==> config.mk <==
export PLATFORM = sky130hd
export DESIGN_NAME = nnrv_id
export DESIGN_NICKNAME = d
export VERILOG_FILES = /design/src/rtl/nnrv_id.sv
export SDC_FILE = /design/constraint.sdc
export NUM_CORES = 2
export LEC_CHECK = 0
export BUFFER_PORTS_ARGS = -buffer_cell sky130_fd_sc_hd__buf_2
export CELL_PAD_IN_SITES_DETAIL_PLACEMENT = 1
export CELL_PAD_IN_SITES_GLOBAL_PLACEMENT = 2
export CORE_AREA = 8 8 519 623
export DETAILED_ROUTE_END_ITERATION = 12
export DIE_AREA = 0 0 527 631
export GPL_ROUTABILITY_DRIVEN = 0
export GPL_TIMING_DRIVEN = 0
export MAX_ROUTING_LAYER = met4
export PLACE_DENSITY_LB_ADDON = 0.1
export SLEW_MARGIN = 20
export SYNTH_ARGS = -nofsm -noshare
export SYNTH_HDL_FRONTEND = slang
export SYNTH_SLANG_ARGS = --single-unit
==> constraint.sdc <==
create_clock -name i_clk -period 7.8 [get_ports i_clk]
set_input_delay 0.78 -clock i_clk [delete_from_list [all_inputs] [get_ports i_clk]]
set_output_delay 0.78 -clock i_clk [all_outputs]
set_load 0.02 [all_outputs]
==> src/rtl/nnrv_id.sv <==
// RV64I decode stage: decodes, reads the register file and resolves jumps and RAW hazards combinationally toward fetch.
// The EX bundle is registered with 1-cycle latency; a hazard stalls fetch and inserts a bubble, with no skid buffer.
module nnrv_id #(
    parameter int INSTR_WIDTH = 32,
    parameter int XLEN        = 64,
    parameter int REG_NUM     = 32
) (
    input  logic                   i_clk,
    input  logic                   i_rst,
    input  logic [INSTR_WIDTH-1:0] i_if_instr,
    input  logic [XLEN-1:0]        i_if_cur_pc,
    output logic                   o_if_jmp_stall,
    output logic [XLEN-1:0]        o_if_jmp_pc,
    output logic                   o_if_hazard_stall,
    input  logic                   i_mem_rd_wen,
    input  logic [4:0]             i_mem_rd,
    input  logic                   i_wb_en,
    input  logic [4:0]             i_wb_rd,
    input  logic [XLEN-1:0]        i_wb_data,
    output logic                   o_ex_valid,
    output logic [XLEN-1:0]        o_ex_pc,
    output logic [6:0]             o_ex_opcode,
    output logic [2:0]             o_ex_funct3,
    output logic [6:0]             o_ex_funct7,
    output logic [XLEN-1:0]        o_ex_rs1_data,
    output logic [XLEN-1:0]        o_ex_rs2_data,
    output logic [XLEN-1:0]        o_ex_imm,
    output logic [4:0]             o_ex_rd,
    output logic                   o_ex_rd_wen,
    output logic                   o_ex_illegal
);

    localparam logic [6:0] OPC_LUI      = 7'b0110111;
    localparam logic [6:0] OPC_AUIPC    = 7'b0010111;
    localparam logic [6:0] OPC_JAL      = 7'b1101111;
    localparam logic [6:0] OPC_JALR     = 7'b1100111;
    localparam logic [6:0] OPC_BRANCH   = 7'b1100011;
    localparam logic [6:0] OPC_LOAD     = 7'b0000011;
    localparam logic [6:0] OPC_STORE    = 7'b0100011;
    localparam logic [6:0] OPC_OP_IMM   = 7'b0010011;
    localparam logic [6:0] OPC_OP_IMM32 = 7'b0011011;
    localparam logic [6:0] OPC_OP       = 7'b0110011;
    localparam logic [6:0] OPC_OP32     = 7'b0111011;

    typedef struct packed {
        logic            valid;
        logic [XLEN-1:0] pc;
        logic [6:0]      opcode;
        logic [2:0]      funct3;
        logic [6:0]      funct7;
        logic [XLEN-1:0] rs1_data;
        logic [XLEN-1:0] rs2_data;
        logic [XLEN-1:0] imm;
        logic [4:0]      rd;
        logic            rd_wen;
        logic            illegal;
    } ex_bundle_t;

    logic [31:0]     instr;
    logic [6:0]      opcode;
    logic [2:0]      funct3;
    logic [6:0]      funct7;
    logic [4:0]      rs1;
    logic [4:0]      rs2;
    logic [4:0]      rd;
    logic [XLEN-1:0] imm_i;
    logic [XLEN-1:0] imm_s;
    logic [XLEN-1:0] imm_b;
    logic [XLEN-1:0] imm_u;
    logic [XLEN-1:0] imm_j;
    logic [XLEN-1:0] link_pc;

    assign instr  = i_if_instr[31:0];
    assign opcode = instr[6:0];
    assign rd     = instr[11:7];
    assign funct3 = instr[14:12];
    assign rs1    = instr[19:15];
    assign rs2    = instr[24:20];
    assign funct7 = instr[31:25];

    assign imm_i   = {{(XLEN-12){instr[31]}}, instr[31:20]};
    assign imm_s   = {{(XLEN-12){instr[31]}}, instr[31:25], instr[11:7]};
    assign imm_b   = {{(XLEN-13){instr[31]}}, instr[31], instr[7], instr[30:25], instr[11:8], 1'b0};
    assign imm_u   = {{(XLEN-32){instr[31]}}, instr[31:12], 12'b0};
    assign imm_j   = {{(XLEN-21){instr[31]}}, instr[31], instr[19:12], instr[20], instr[30:21], 1'b0};
    assign link_pc = i_if_cur_pc + XLEN'(4);

    // Register file; x0 is never written so it always holds zero.
    logic [XLEN-1:0] regs [REG_NUM];
    logic [XLEN-1:0] rs1_data;
    logic [XLEN-1:0] rs2_data;

    always_ff @(posedge i_clk) begin
        if (i_rst) begin
            for (int i = 0; i < REG_NUM; i++) begin
                regs[i] <= '0;
            end
        end else if (i_wb_en && (i_wb_rd != 5'd0)) begin
            regs[i_wb_rd] <= i_wb_data;
        end
    end

    always_comb begin
        rs1_data = regs[rs1];
        if (rs1 == 5'd0) begin
            rs1_data = '0;
        end else if (i_wb_en && (i_wb_rd == rs1)) begin
            rs1_data = i_wb_data;
        end
    end

    always_comb begin
        rs2_data = regs[rs2];
        if (rs2 == 5'd0) begin
            rs2_data = '0;
        end else if (i_wb_en && (i_wb_rd == rs2)) begin
            rs2_data = i_wb_data;
        end
    end

    logic            legal;
    logic            use_rs1;
    logic            use_rs2;
    logic            has_rd;
    logic            is_jal;
    logic            is_jalr;
    logic            is_branch;
    logic [XLEN-1:0] imm_sel;

    always_comb begin
        legal     = 1'b0;
        use_rs1   = 1'b0;
        use_rs2   = 1'b0;
        has_rd    = 1'b0;
        is_jal    = 1'b0;
        is_jalr   = 1'b0;
        is_branch = 1'b0;
        imm_sel   = '0;
        case (opcode)
            OPC_LUI, OPC_AUIPC: begin
                legal   = 1'b1;
                has_rd  = 1'b1;
                imm_sel = imm_u;
            end
            OPC_JAL: begin
                legal   = 1'b1;
                has_rd  = 1'b1;
                is_jal  = 1'b1;
                imm_sel = link_pc;
            end
            OPC_JALR: begin
                legal   = 1'b1;
                use_rs1 = 1'b1;
                has_rd  = 1'b1;
                is_jalr = 1'b1;
                imm_sel = link_pc;
            end
            OPC_BRANCH: begin
                legal     = 1'b1;
                use_rs1   = 1'b1;
                use_rs2   = 1'b1;
                is_branch = 1'b1;
                imm_sel   = imm_b;
            end
            OPC_LOAD, OPC_OP_IMM, OPC_OP_IMM32: begin
                legal   = 1'b1;
                use_rs1 = 1'b1;
                has_rd  = 1'b1;
                imm_sel = imm_i;
            end
            OPC_STORE: begin
                legal   = 1'b1;
                use_rs1 = 1'b1;
                use_rs2 = 1'b1;
                imm_sel = imm_s;
            end
            OPC_OP, OPC_OP32: begin
                legal   = 1'b1;
                use_rs1 = 1'b1;
                use_rs2 = 1'b1;
                has_rd  = 1'b1;
            end
            default: ;
        endcase
    end

    // The all-zero word is a fetch bubble, not an illegal instruction.
    logic illegal;
    assign illegal = !legal && (instr != 32'd0);

    ex_bundle_t ex_q;
    ex_bundle_t ex_d;

    logic rs1_hit;
    logic rs2_hit;
    logic hazard;

    assign rs1_hit = use_rs1 && (rs1 != 5'd0) &&
                     ((ex_q.valid && ex_q.rd_wen && (ex_q.rd == rs1)) ||
                      (i_mem_rd_wen && (i_mem_rd == rs1)));
    assign rs2_hit = use_rs2 && (rs2 != 5'd0) &&
                     ((ex_q.valid && ex_q.rd_wen && (ex_q.rd == rs2)) ||
                      (i_mem_rd_wen && (i_mem_rd == rs2)));
    assign hazard  = !i_rst && legal && (rs1_hit || rs2_hit);

    logic br_taken;
    always_comb begin
        br_taken = 1'b0;
        case (funct3)
            3'b000:  br_taken = (rs1_data == rs2_data);
            3'b001:  br_taken = (rs1_data != rs2_data);
            3'b100:  br_taken = ($signed(rs1_data) <  $signed(rs2_data));
            3'b101:  br_taken = ($signed(rs1_data) >= $signed(rs2_data));
            3'b110:  br_taken = (rs1_data <  rs2_data);
            3'b111:  br_taken = (rs1_data >= rs2_data);
            default: br_taken = 1'b0;
        endcase
    end

    logic            jmp_taken;
    logic [XLEN-1:0] target_raw;

    assign jmp_taken  = !i_rst && legal && !hazard &&
                        (is_jal || is_jalr || (is_branch && br_taken));
    assign target_raw = is_jalr ? (rs1_data + imm_i)
                                : (i_if_cur_pc + (is_jal ? imm_j : imm_b));

    assign o_if_jmp_stall    = jmp_taken;
    assign o_if_jmp_pc       = jmp_taken ? {target_raw[XLEN-1:2], 2'b00} : '0;
    assign o_if_hazard_stall = hazard;

    always_comb begin
        ex_d = '0;
        if (legal && !hazard) begin
            ex_d.valid    = 1'b1;
            ex_d.pc       = i_if_cur_pc;
            ex_d.opcode   = opcode;
            ex_d.funct3   = funct3;
            ex_d.funct7   = funct7;
            ex_d.rs1_data = rs1_data;
            ex_d.rs2_data = rs2_data;
            ex_d.imm      = imm_sel;
            ex_d.rd       = rd;
            ex_d.rd_wen   = has_rd && (rd != 5'd0);
        end
        ex_d.illegal = illegal;
    end

    always_ff @(posedge i_clk) begin
        if (i_rst) begin
            ex_q <= '0;
        end else begin
            ex_q <= ex_d;
        end
    end

    assign o_ex_valid    = ex_q.valid;
    assign o_ex_pc       = ex_q.pc;
    assign o_ex_opcode   = ex_q.opcode;
    assign o_ex_funct3   = ex_q.funct3;
    assign o_ex_funct7   = ex_q.funct7;
    assign o_ex_rs1_data = ex_q.rs1_data;
    assign o_ex_rs2_data = ex_q.rs2_data;
    assign o_ex_imm      = ex_q.imm;
    assign o_ex_rd       = ex_q.rd;
    assign o_ex_rd_wen   = ex_q.rd_wen;
    assign o_ex_illegal  = ex_q.illegal;

endmodule

==> key figures <==
Status
  – Status: finished, violations left
  – Failing checks: negative setup slack

Clock network
  – Depth of the CTS H-tree: 5
  – Clock transition at path regs: 60 ps
  – Root Buffer: clkbuf_16
  – Max clock buf depth: 4
  – Clock Sinks: 2329
  – Total CTS buffers: 271
  – TritonCTS clock tree: yes
  – Clk Latency, worst-skew pair: 920 ps

Detailed routing
  – Vias: 102900
  – DRT Pass-1 Iters: 8
  – Vias per inst: 6.837
  – Final wirelength: 739800 µm
  – Wirelength per Cell: 49.14 µm
  – Antenna Nets Post-Route: 0
  – DRC Markers: 0
  – Iteration-0 DRC count of the detailed router: 15540

Timing
  – Clk_skew: 52.33 ps
  – Hold Vio Cnt, Final: 0
  – Tmin final: 8735 ps
  – Final setup viols: 63
  – Worst slew margin relative to its limit: 16.08%
  – Slew Limit Fails: 0
  – Final worst slack: -934.5 ps
  – RSZ-0062 raised after global routing: yes
  – Final worst path period share: 112.0%
  – Worst Max-Slew Pin Slew: 1259 ps
  – Setup TNS Final: -41290 ps
  – Fmax: 114.5 MHz
  – Fin Hold WS: 161.5 ps

GRT
  – GRT overflow: 0
  – Vias in the first global route: 100800
  – First-pass GRT wire length: 949100 µm
  – Initial antenna violation count: 113
  – Tot GR Track Use: 44.12%
  – Largest net degree at the start of global routing: 53

Die
  – Number of I/O pins: 521
  – Chip Width: 527 µm
  – Die height: 631 µm
  – Starting Density: 40.76%
  – Core area: 313900 µm²
  – Die area: 332500 µm²
  – Num rows: 226

Synth
  – Syn_area_per_cell: 13.72 µm²
  – EDFF count, synth: 2048
  – Synth async-reset ratio: 0%
  – Gate Count Post-Synth: 9327
  – Main synth FF type: edfxtp_1
  – Register bit total from synthesis: 2329
  – Cell Area, Synth: 127900 µm²
  – Seq/Total Area, Yosys: 52.47%
  – Distinct cells, synth: 84
  – Synth warn: 0

Hold path
  – Hold depth: 2
  – Worst min path class: in -> reg

Setup path
  – CP dominant cell by count: or2_4
  – Critical path arrival: 7950 ps
  – Critical path peak fanout: 10
  – CP max stage cell: clkdlybuf4s18_2
  – WP data required: 7020 ps
  – Setup Crit Path Kind: in -> out
  – Startpoint types: input port
  – Crit end category: output port
  – Crit-path max cell delay: 550 ps
  – FF-to-FF path depth: 15

Placement
  – Dpl hpwl: 554700 µm
  – Pre-CTS setup slack: -6177 ps
  – I/O Buffers: 507

Finish
  – Nets: 10960
  – Area of the multi-input gates: 58950 µm²
  – Register area: 67120 µm²
  – Area grow syn2layout: 22.06%
  – Layout cells sized above 1: 28.67%
  – Filler Cells Inserted: 30960

Power
  – Maximum VDD drop: 240.6 µV
  – Pleak: 57.77 nW
  – Power consumption: 0.03457 W
  – PwrDens: 221.4 nW/µm²

Job
  – Max-cap viol count: 0
[timing repair]
item                                    4_1_cts  5_1_grt
buffers inserted                             15      157
gates resized for setup                     334      766
pin swaps                                    13       78
endpoints found under the hold margin         0        0
endpoints found under the setup margin       63       63
hold buffers                                  0        0
cloned                                        0        6
[final cells by class]
type | instances | area share, %
inverters | 43 | 0.1050
clock inverters | 114 | 0.5833
flip-flops and latches | 2329 | 42.99
diodes | 156 | 0.2500
plain buffers | 917 | 3.687
multi-input cells | 6099 | 37.75
repair buffers | 933 | 6.499
clock buffers | 362 | 4.847
well taps | 4104 | 3.288
[path summary, 6_finish.rpt]
kind                                 end                     start  slack [ps]
max                      o_if_jmp_pc[63]            i_if_instr[18]        -930
min                o_ex_pc[0]$_SDFF_PP0_            i_if_cur_pc[0]         160
max reg2reg      o_ex_imm[19]$_SDFF_PP0_     o_ex_rd[4]$_SDFF_PP0_        3500
min reg2reg  o_ex_rs2_data[3]$_SDFF_PP0_  regs[2][3]$_SDFFCE_PN0P_        1170
[flip-flops by register name, summed over array words and instances (netlist names)]
signal         count
regs            2048
o_ex_imm          64
o_ex_pc           64
o_ex_rs1_data     64
o_ex_rs2_data     64
o_ex_funct7        7
o_ex_opcode        7
o_ex_rd            5
o_ex_funct3        3
o_ex_illegal       1
o_ex_rd_wen        1
o_ex_valid         1
[critical path, delay by kind of cell]
kind | cells | cell delay (ps)
buffers and inverters | 8 | 2570
and+or+nand+nor | 11 | 2820
AOI/OAI and AO/OA | 6 | 1290
adders and majority gates | 1 | 320
[where the power goes]
group | leakage [nW] | switching (W) | internal [W]
Sequential | 21.8 | 0.000338 | 0.0142
Combinational | 31.8 | 0.00453 | 0.00261
Clock | 4.18 | 0.00569 | 0.00723
Total | 57.8 | 0.0106 | 0.0240
[cells in the mapped netlist (42+ instances only)]
master	instances	share of area [%]
o211ai_1	100	0.59
ha_1	186	1.8
nand4_1	52	0.25
xnor2_1	125	0.86
o21ai_0	101	0.40
xor2_1	81	0.55
a221oi_1	123	0.84
nand3_1	52	0.20
and2_1	2115	10
buf_1	106	0.31
o22ai_1	50	0.24
mux4_2	1056	19
clkbuf_1	769	2.3
mux2i_1	370	2.9
nor2_1	366	1.1
nor3_1	73	0.29
edfxtp_1	2048	48
inv_1	42	0.12
a21oi_1	282	1.1
a22oi_1	77	0.45
a21o_1	135	0.79
nand2_1	266	0.78
dfxtp_1	281	4.4
[cell usage in the layout, fill, tap and decap left out, types with 236 or more instances in the layout]
cell type	synthesis	final
a21oi_1	282	236
and2_1	2115	2115
buf_2	38	537
clkbuf_1	769	546
clkbuf_16	0	292
dfxtp_1	281	281
edfxtp_1	2048	2048
mux2i_1	370	357
mux4_2	1056	1056
nand2_1	266	264
nor2_1	366	329
[per-stage QoR]
step	cells	instance area, µm²	util, %
final	15060	156200	49.75
after global routing	15000	156000	49.70
after CTS	14740	152200	48.49
after detailed placement	14250	142400	45.36
after global placement	14000	135800	43.28
after floorplan	9392	128200	-
[cell families after synthesis]
family | Yosys count | share of synthesized area (%)
XOR/XNOR | 206 | 1.410
adder cells (fa/ha/maj) | 189 | 1.851
buffers and inverters | 964 | 2.895
other | 1 | 0.002931
multiplexers | 1459 | 21.78
AO/OA/AOI/OAI | 1076 | 5.719
flip-flops | 2329 | 52.47
AND/OR/NAND/NOR | 3103 | 13.87
[metal layers]
layer / wire (µm) / share of wire (%) / vias up / global-route usage [%]
met4: 90750 / 12 / 0 / 40.49
li1: - / - / 38190 / -
met1: 234200 / 32 / 53250 / 46.47
met5: 0 / 0 / - / -
met2: 316900 / 43 / 8569 / 63.78
met3: 98000 / 13 / 2934 / 16.96
Power figures use the tool's default switching activity.
